==> src/rtl/keystream_sched.sv <==
// keystream_sched
//   Sequences a shared 32-bit LFSR keystream generator and shares it between
//   two requesters (channel 0 = encrypt, channel 1 = decrypt). After every
//   seed load the LFSR free-runs for WARMUP cycles. Key words are then issued
//   round-robin through a registered valid/ack holding stage. After
//   REKEY_INTERVAL issued keys an automatic reseed is forced (0 disables it).
//
// Ports
//   clk        in   clock, rising edge
//   rst        in   synchronous reset, active-low
//   req        in   [1:0] level request per channel (bit0 enc, bit1 dec)
//   reseed     in   single-cycle pulse restarting the LFSR from its seed
//   lfsr_y     in   [BLOCK_SIZE-1:0] current LFSR output word
//   lfsr_en    out  LFSR enable (0 = load seed, 1 = advance one step)
//   key        out  [BLOCK_SIZE-1:0] registered key word
//   key_valid  out  key holds a word for key_owner
//   key_owner  out  channel index owning key
//   key_ack    in   consumer accepts key (only meaningful with key_valid)
//   gnt        out  [1:0] one-hot grant pulse, in the cycle lfsr_y is captured
//   ready      out  high while in RUN
module keystream_sched #(
  parameter int BLOCK_SIZE     = 32,
  parameter int WARMUP         = 16,
  parameter int REKEY_INTERVAL = 64
) (
  input  logic                  clk,
  input  logic                  rst,
  input  logic [1:0]            req,
  input  logic                  reseed,
  input  logic [BLOCK_SIZE-1:0] lfsr_y,
  output logic                  lfsr_en,
  output logic [BLOCK_SIZE-1:0] key,
  output logic                  key_valid,
  output logic                  key_owner,
  input  logic                  key_ack,
  output logic [1:0]            gnt,
  output logic                  ready
);

  typedef enum logic [1:0] {
    S_IDLE   = 2'd0,
    S_WARM   = 2'd1,
    S_RUN    = 2'd2,
    S_RESEED = 2'd3
  } state_t;

  localparam logic [7:0]  WARM_LAST = 8'(WARMUP - 1);
  localparam logic [16:0] REKEY_L   = 17'(REKEY_INTERVAL);
  localparam bit          REKEY_EN  = (REKEY_INTERVAL != 0);

  state_t                  state_q, state_d;
  logic [7:0]              warm_q, warm_d;
  logic [15:0]             issue_q, issue_d;
  logic                    pref_q, pref_d;   // channel that wins a tie
  logic [BLOCK_SIZE-1:0]   key_q, key_d;
  logic                    valid_q, valid_d;
  logic                    owner_q, owner_d;

  logic                    grant;
  logic                    winner;
  logic [16:0]             issue_inc;

  always_ff @(posedge clk) begin
    if (!rst) begin
      state_q <= S_IDLE;
      warm_q  <= '0;
      issue_q <= '0;
      pref_q  <= 1'b0;
      key_q   <= '0;
      valid_q <= 1'b0;
      owner_q <= 1'b0;
    end else begin
      state_q <= state_d;
      warm_q  <= warm_d;
      issue_q <= issue_d;
      pref_q  <= pref_d;
      key_q   <= key_d;
      valid_q <= valid_d;
      owner_q <= owner_d;
    end
  end

  always_comb begin
    state_d   = state_q;
    warm_d    = warm_q;
    issue_d   = issue_q;
    pref_d    = pref_q;
    key_d     = key_q;
    valid_d   = valid_q;
    owner_d   = owner_q;
    gnt       = 2'b00;
    issue_inc = {1'b0, issue_q} + 17'd1;

    // Single requester wins outright; on a tie the pointer decides.
    winner = (req == 2'b11) ? pref_q : req[1];

    // A reseed pulse in RUN takes priority over a grant in the same cycle.
    // The holding stage may be refilled in the cycle its word is acked.
    grant = rst && (state_q == S_RUN) && (req != 2'b00) &&
            (!valid_q || key_ack) && !reseed;

    if (grant) begin
      gnt     = winner ? 2'b10 : 2'b01;
      key_d   = lfsr_y;
      owner_d = winner;
      valid_d = 1'b1;
      pref_d  = ~winner;
    end else if (key_ack && valid_q) begin
      valid_d = 1'b0;
    end

    case (state_q)
      S_IDLE: begin
        warm_d  = '0;
        state_d = S_WARM;
      end
      S_WARM: begin
        if (reseed) begin
          issue_d = '0;
          state_d = S_RESEED;
        end else if (warm_q == WARM_LAST) begin
          warm_d  = '0;
          state_d = S_RUN;
        end else begin
          warm_d  = warm_q + 8'd1;
        end
      end
      S_RUN: begin
        if (reseed) begin
          issue_d = '0;
          state_d = S_RESEED;
        end else if (grant) begin
          // The grant that reaches the interval still completes normally.
          if (REKEY_EN && (issue_inc == REKEY_L)) begin
            issue_d = '0;
            state_d = S_RESEED;
          end else begin
            issue_d = issue_inc[15:0];
          end
        end
      end
      S_RESEED: begin
        warm_d  = '0;
        state_d = S_WARM;
      end
      default: begin
        state_d = S_IDLE;
      end
    endcase
  end

  // The LFSR reloads its seed whenever the enable is low (IDLE, RESEED).
  assign lfsr_en   = (state_q == S_WARM) || (state_q == S_RUN);
  assign ready     = (state_q == S_RUN);
  assign key       = key_q;
  assign key_valid = valid_q;
  assign key_owner = owner_q;

endmodule

==> config.mk <==
export PLATFORM = sky130hd
export DESIGN_NAME = keystream_sched
export DESIGN_NICKNAME = d
export VERILOG_FILES = /design/src/rtl/keystream_sched.sv
export SDC_FILE = /design/constraint.sdc
export NUM_CORES = 1
export LEC_CHECK = 0
export BUFFER_PORTS_ARGS = -buffer_cell sky130_fd_sc_hd__buf_4
export CORE_MARGIN = 2
export CORE_UTILIZATION = 25
export DETAILED_ROUTE_END_ITERATION = 8
export HOLD_SLACK_MARGIN = 0.15
export PLACE_DENSITY = 0.5
export SYNTH_ARGS = -nofsm -noshare
export SYNTH_HDL_FRONTEND = slang
export SYNTH_SLANG_ARGS = --single-unit
==> constraint.sdc <==
create_clock -name clk -period 6.8 [get_ports clk]
set_input_delay 0.34 -clock clk [delete_from_list [all_inputs] [get_ports clk]]
set_output_delay 0.34 -clock clk [all_outputs]
set_load 0.01 [all_outputs]
# Word level (Yosys, flattened, before mapping)
# Cells that the tools add are included.
# word_totals
regBits,61
in_bits,38
output_inout_bits,38
word_cells,58
# classes
n_addsub,2
eq_ne,11
n_mux,19
n_bitwise,1
n_reduce_logical,18
# op_table
cell,count
16-bit 2-to-1 mux,4
16-bit one-hot mux with 2 select lines,1
16-bit by 1-bit adder with 17-bit output (second input constant),1
17-bit by 7-bit equality test with 1-bit output (second input constant),1
8-bit 2-to-1 mux,2
8-bit one-hot mux with 2 select lines,1
2-bit 2-to-1 mux,7
8-bit by 1-bit adder with 8-bit output (second input constant),1
8-bit by 4-bit equality test with 1-bit output (second input constant),1
2-bit nonzero test,4
2-bit equality test (second input constant),3
3-bit by 2-bit != test with 1-bit output (second input constant),2
2-bit one-hot mux with 3 select lines,1
3-bit AND reduction,2
1-bit logical AND,5
2-bit != test (second input constant),2
1-bit 2-to-1 mux,3
3-bit != test (second input constant),1
2-bit by 1-bit equality test with 1-bit output (second input constant),1
1-bit logical NOT,2
2-bit logical NOT,1
1-bit logical OR,2
2-bit AND reduction,1
2-bit OR reduction,1
1-bit inverter,1

# Longest topological paths before layout
# Gate-level depths: netlist (run 1).
# depth
depth_word,8
ltp_mapped,9
ltp_nobuf,8

# Worst setup path before layout (run 1)
# Ideal clock, no wire load.
# synth_path
path_type,register to register
from,reg issue_q[0]
to,reg issue_q[2]
setup_time_ps,127
t_arrival_ps,2129
t_required_ps,6673
slack_ps,4545
stages_incl_launch_ff,10
n_path_buf,1
synth_period_minus_slack_ps,2255
cell_sequence,dfxtp_1 -> ha_1 -> and3_1 -> nand3_1 -> mux2_2 -> o31ai_1 -> a31oi_4 -> buf_6 -> nand4b_1 -> o211ai_1
# synth_between
elab_chain_cells,6
# synth_rtl
element,line_no,text
"start, declared",53,"logic [15:0] issue_q, issue_d;"
"start signal, assigned",75,issue_q <= issue_d;
16-bit by 1-bit adder with 17-bit output (*),92,"issue_inc = {1'b0, issue_q} + 17'd1;"
17-bit by 7-bit equality test with 1-bit output,134,if (REKEY_EN && (issue_inc == REKEY_L)) begin
16-bit 2-to-1 mux (*),134,
16-bit 2-to-1 mux (*),132,end else if (grant) begin
16-bit 2-to-1 mux (*),129,if (reseed) begin
16-bit one-hot mux with 2 select lines (*),112,case (state_q)
# Mark *: on every way between the ends. The rest lies on a longest branch, timed or not. The select of a mux whose other input is x is not followed.
# A chain may end at the register's enable or synchronous reset.

# Worst setup path in the final report (run 1)
# layout_path
from,reg state_q[0]
to,out gnt[1]
# layout_between
elab_chain_cells,6
# layout_rtl
element,line_no,text
"start, declared",51,"state_t state_q, state_d;"
"start signal, assigned",73,state_q <= state_d;
2-bit equality test,99,grant = rst && (state_q == S_RUN) && (req != 2'b00) &&
1-bit logical AND (3 in a row),99,
1-bit logical AND,100,(!valid_q || key_ack) && !reseed;
2-bit 2-to-1 mux,102,if (grant) begin
"end, declared",36,"output logic [1:0] gnt,"
# No other way between the ends.

==> qor.csv, run 1 <==
stage,metric,value,unit
status,status,"complete, no violations",
cts,cts.sinks,61,
setup_path,startpoint_type,flip-flop,
sta,slew_violations,0,
cts,ctsHoldBuffers,0,
placement,port_buffers,75,
run,max_cap_viol_count,0,
sta,setup_viol,0,
cts,worstSkewPairLatency,320,ps
sta,tns,0,ps
cts,ctsResizeCount,0,
setup_path,cp_slowest_stage_delay,480,ps
floorplanning,rows,39,
floorplanning,start_util,25.48,%
setup_path,path_cells,inv_1 > ha_1 > nand2b_1 > nor2_4 > buf_4 > and3_1 > buf_4,
setup_path,cp_top_family,simple AND/OR/NAND/NOR gates,
synth,async_flop_share,0,%
setup_path,cp_num_buf_inv,3,
routing,first_pass_iters,4,
floorplanning,num_io_pins,76,
sta,worstMarginPinSlew,838.2,ps
setup_path,cp.required,6460,ps
synth,yosysTopAreaCell,dfxtp_1,
routing,routed-via-count,2802,
floorplanning,die_w,111.6,µm
synth,synth_ff_type,dfxtp_1,
floorplanning,die_h,111.6,µm
placement,post-dp-hpwl,5077,µm
sta,max_slew_margin,44.01,%
power_and_ir_drop,finalPower,1.079,mW
synth,synthCells,376,
setup_path,path_max_fanout,67,
global_routing,grt_start_max_net_pins,68,
routing,drt-wirelength-per-cell,12.55,µm
sta,finalCritPeriodShare,42.07,%
routing,routed_wl,7377,µm
synth,synth.avg_cell_area,7.704,µm²
synth,ys_seq_elements,61,
global_routing,grt_pass1_vias,2810,
sta,post-route-min-period,2861,ps
routing,drtAntennaViolNets,0,
power_and_ir_drop,leakage,1.505,nW
floorplanning,core,0.01137,mm²
synth,synthesis.area,0.002897,mm²
synth,ys_types,48,
setup_path,cp-end-kind,output port,
cts,cts_tree,done,
synth,yosysSeqAreaShare,42.16,%
global_routing,gr-total-overflow,0,
cells_and_area,num_antenna_cells,0,
cts,path_clk_slew,50,ps
power_and_ir_drop,p_per_area,276.4,mW/mm²
routing,drc,0,
synth,synth_edf_count,0,
cts,cts_max_path_buffers,2,
cells_and_area,drive_gt1_share,22.25,%
power_and_ir_drop,ir_drop,0.1339,mV
hold_path,hp-class,primary input to flip-flop,
routing,drt_iter0_markers,126,
setup_path,path_class,flip-flop to output port,
cts,cts_buffers,9,
cells_and_area,nets,483,
cts,clockRootBuffer,clkbuf_16,
routing,vias_per_cell,4.765,
cells_and_area,fill_cells,1199,
sta,fmax,0.3495,GHz
floorplanning,fp.dieArea,0.01246,mm²
global_routing,antenna_found_initial,0,
cts,postCtsSetupBuffers,0,
synth,synth_nets,419,
sta,rsz0062_at_grt,no,
setup_path,path_common_cell,buf_4,
sta,hold_violations,0,
global_routing,track_usage,12.29,%
global_routing,grt_pass1_wl,12810,µm
sta,fin_worst_skew,4.419,ps
cts,cts_max_level,3,
placement,routabilityCongestion,0.8380,
synth,synth_area_leaders,"dfxtp_1 42%, nand2_1 11%, o21ai_0 7.1%",
setup_path,cp.arrival,2520,ps
synth,synth_top_area_share,42.16,%
synth,ys.warnings.count,0,
synth,yosysMostFrequentCell,nand2_1,
cells_and_area,syn_to_final_growth,34.82,%
synth,synth_common_cells,"87 x nand2_1, 61 x dfxtp_1, 41 x o21ai_0",
setup_path,slowest_stage,buf_4,
-- flip-flops by register name, summed over array words and instances (netlist names) --
register   count
key           32
pref_q         1
key_owner      1
warm_q         8
key_valid      1
state_q        2
issue_q       16
-- area by class of cell --
type | count | area (µm²) | area share (%)
multi-input combinational | 284 | 1559 | 39.92
sequential | 61 | 1221 | 31.27
timing repair buffer | 77 | 578.1 | 14.80
clock buffer | 12 | 246.5 | 6.312
tap | 143 | 178.9 | 4.582
clock inverter | 4 | 95.09 | 2.435
inverter | 7 | 26.28 | 0.6729
-- cell families (layout without fill, tap and decap cells) --
| group | count (synthesis) | after routing | synth area share (%) |
|---|---|---|---|
| flip-flops | 61 | 61 | 42.16 |
| buffers and inverters | 31 | 100 | 4.276 |
| multiplexers | 3 | 3 | 1.253 |
| adder cells (fa/ha/maj) | 5 | 5 | 2.160 |
| AND/OR/NAND/NOR | 183 | 183 | 30.19 |
| AO/OA/AOI/OAI | 89 | 89 | 18.75 |
| XOR/XNOR | 4 | 4 | 1.210 |
-- stage by stage --
step	worst slack [ps]	hold WS, ps	instances	utilization (%)	area (µm²)
after floorplan	4545	448.6	376	-	2897
after global placement	4273	444.3	572	31.34	3563
after detailed placement	4229	451.6	572	31.34	3563
after CTS	3894	199.3	588	34.35	3905
after global routing	3717	209.2	588	34.35	3905
final	3939	211.6	588	34.35	3905
-- worst min-delay path, cell delays in order --
cell,delay (ps)
buf_4,70
nand2_1,30
o21ai_0,50
-- placed cells by master (no fill, tap or decap), types with 4 or more instances in the layout --
cell       instances
nand2_1           87
buf_4             77
dfxtp_1           61
o21ai_0           41
nand3_1           23
nor2_1            22
a21oi_1           17
nor3_1            10
clkbuf_16          9
inv_1              7
and3_1             7
nand4_1            7
a31oi_1            5
ha_1               5
nand2b_1           4
a32oi_1            4
o22ai_1            4
nor2b_1            4
nand4b_1           4
-- power breakdown --
group,total (mW),leakage [nW],switching [mW],internal [mW]
Clock,0.521,0.167,0.154,0.367
Sequential,0.384,0.493,0.0101,0.374
Combinational,0.175,0.845,0.107,0.0678
Total,1.08,1.50,0.271,0.809
-- worst paths after layout --
check	endpoint	startpoint	cells past startpoint	slack [ps]
max	gnt[1]	state_q[0]	7	3940
min	key[27]	lfsr_y[27]	3	210
max reg2reg	issue_q[4]	issue_q[0]	8	4240
min reg2reg	key[8]	key[8]	2	460
-- per-layer routing --
metal	part of all wire [%]	up-vias	track usage (%)
met5	0	-	0
met4	1.4	0	4.856
met3	7.0	8	4.790
met2	43	67	18.99
met1	48	1269	15.42
li1	-	1458	-
Note: power is estimated with default switching activity, not from simulation.
==> run 2, diff against run 1 <==
==> constraint.sdc (replaced) <==
create_clock -name clk -period 2.64 [get_ports clk]
set_input_delay 0.132 -clock clk [delete_from_list [all_inputs] [get_ports clk]]
set_output_delay 0.132 -clock clk [all_outputs]
set_load 0.01 [all_outputs]
==> qor.csv, run 2 (synthesized netlist as in run 1, its figures left out) <==
stage,metric,value,unit,change
status,status,"complete, no violations",,
power_and_ir_drop,seqPwrFrac,36.5,%,+1.0 points
setup_path,cp-end-kind,flip-flop,,
power_and_ir_drop,clkPwrFrac,45.0,%,-3.3 points
setup_path,cp.required,2830,ps,-3630 ps
floorplanning,core,0.01137,mm²,unchanged
cts,cts_buffers,9,,unchanged
floorplanning,rows,39,,unchanged
cells_and_area,layout_common_cells,"87 x nand2_1, 82 x buf_4, 61 x dfxtp_1",,
power_and_ir_drop,p_per_area,633.2,mW/mm²,+130%
global_routing,antenna_found_initial,0,,unchanged
floorplanning,num_io_pins,76,,unchanged
sta,tns,0,ps,unchanged
global_routing,track_usage,13.32,%,+1.0 points
routing,first_pass_iters,4,,unchanged
cts,postCtsSetupBuffers,0,,unchanged
routing,vias_per_cell,4.869,,+2.2%
routing,drc,0,,unchanged
sta,hold_violations,0,,unchanged
setup_path,cp.arrival,2650,ps,+130 ps
setup_path,r2r-start,issue_q[0],,
hold_path,hp-class,primary input to flip-flop,,
cells_and_area,num_antenna_cells,0,,unchanged
cells_and_area,syn_to_final_growth,47.82,%,
cells_and_area,nets,524,,+8.5%
cts,path_clk_slew,50,ps,about the same
sta,setup_viol,0,,unchanged
sta,rsz0062_at_grt,no,,
sta,finalCritPeriodShare,93.27,%,
sta,hold_ws,168.8,ps,-42.78 ps
power_and_ir_drop,p_int,1.996,mW,+150%
cells_and_area,final_common_cell,nand2_1,,
cells_and_area,fill_cells,1157,,-3.5%
cts,clockRootBuffer,clkbuf_16,,
sta,slew_violations,0,,unchanged
routing,drt_iter0_markers,101,,-20%
placement,routabilityCongestion,0.8141,,-2.9%
cts,cts_tree,done,,
floorplanning,die_h,111.6,µm,unchanged
setup_path,startpoint_type,flip-flop,,
power_and_ir_drop,leakage,1.662,nW,+10%
setup_path,path_max_fanout,8,,-88%
run,max_cap_viol_count,0,,unchanged
cts,worstSkewPairLatency,330,ps,about the same
sta,setup_slack,177.7,ps,-3761 ps
hold_path,hold_depth,3,,unchanged
setup_path,reg2reg_depth,8,,unchanged
routing,drtAntennaViolNets,0,,unchanged
setup_path,reg2reg_to,issue_q[4],,
global_routing,grt_pass1_wl,13730,µm,+7.2%
routing,drt-wirelength-per-cell,13.14,µm,+4.7%
cells_and_area,drive_gt1_share,21.49,%,-0.76 points
routing,routed-via-count,3053,,+9.0%
sta,fmax,0.4061,GHz,
global_routing,gr-total-overflow,0,,unchanged
sta,max_slew_margin,47.91,%,+3.9 points
placement,place_area,0.003621,mm²,+1.6%
floorplanning,die_w,111.6,µm,unchanged
floorplanning,start_util,25.48,%,unchanged
setup_path,path_class,flip-flop to flip-flop,,
cts,cts.sinks,61,,unchanged
cts,cts_max_path_buffers,2,,unchanged
setup_path,rrSetupSlack,180,ps,-4060 ps
sta,post-route-min-period,2462,ps,
placement,post-dp-hpwl,5259,µm,+3.6%
hold_path,hold_path_end,state_q[0],,
power_and_ir_drop,finalPower,2.711,mW,+150%
power_and_ir_drop,swShare,26.38,%,+1.3 points
floorplanning,fp.dieArea,0.01246,mm²,unchanged
global_routing,grt_start_max_net_pins,68,,unchanged
sta,fin_worst_skew,8.784,ps,+4.365 ps
cts,cts_max_level,3,,unchanged
power_and_ir_drop,ir_drop,0.2997,mV,+120%
cells_and_area,stdcell_area,0.004282,mm²,+9.6%
global_routing,grt_pass1_vias,2868,,+2.1%
hold_path,hold_start,reseed,,
sta,worstMarginPinSlew,780.5,ps,-57.73 ps
power_and_ir_drop,comb_power_share,18.6,%,+2.4 points
cells_and_area,largest_reg_flops,32,,unchanged
placement,pre_cts_ws,52.38,ps,-4177 ps
power_and_ir_drop,p_switching,0.7151,mW,+160%
placement,port_buffers,75,,unchanged
routing,routed_wl,8239,µm,+12%
run 2: how the worst max path moves through the flow:
stage	from	endpoint	slack [ps]
after floorplan	issue_q[0]	issue_q[2]	380
after global placement	issue_q[0]	issue_q[4]	150
after detailed placement	issue_q[0]	issue_q[4]	50
after CTS	issue_q[0]	issue_q[4]	40
after global routing	issue_q[0]	issue_q[8]	40
final	issue_q[0]	issue_q[4]	180
run 2: power by group through the flow:
stage | clock (mW) | sequential, mW | combinational (mW)
finish | 1.22 | 0.989 | 0.503
detailed placement | 0 | 1.01 | 0.463
global placement | 0 | 1.00 | 0.461
floorplan | 0 | 1.02 | 0.263
CTS | 1.24 | 0.988 | 0.505
global route | 1.29 | 0.992 | 0.558
run 2: area by class of cell:
cell class	instances	area [µm²]	share of cell area (%)
Sequential cell	61	1221	28.52
Tap cell	143	178.9	4.179
Multi-Input combinational cell	285	1583	36.97
Clock inverter	2	60.06	1.403
Clock buffer	12	236.5	5.523
Timing Repair Buffer	117	975.9	22.79
Inverter	7	26.28	0.6137
run 2: through the flow:
step / cells / utilization, %
final: 627 / 37.66
after CTS: 626 / 37.45
after floorplan: 376 / -
after global routing: 627 / 37.66
after detailed placement: 578 / 31.85
after global placement: 578 / 31.85
run 2: timing repair:
action,4_1_cts,5_1_grt
hold buffers,34,0
hold endpoints to repair,33,0
endpoints found under the setup margin,0,11
gates resized for setup,0,2
run 2: layer usage:
metal,vias up,GRT usage [%],part of all wire [%]
met1,1409,17.52,46
met4,0,6.337,1.7
li1,1542,-,-
met5,-,0,0
met3,8,3.538,6.7
met2,94,20.32,45
run 2: critical path: stages (launching register included):
cell,delay [ps]
dfxtp_1,430
ha_1,290
nand3_1,190
nor4_1,360
xor2_1,180
nor4_4,320
a31oi_4,220
a41oi_1,250
o21ai_0,100
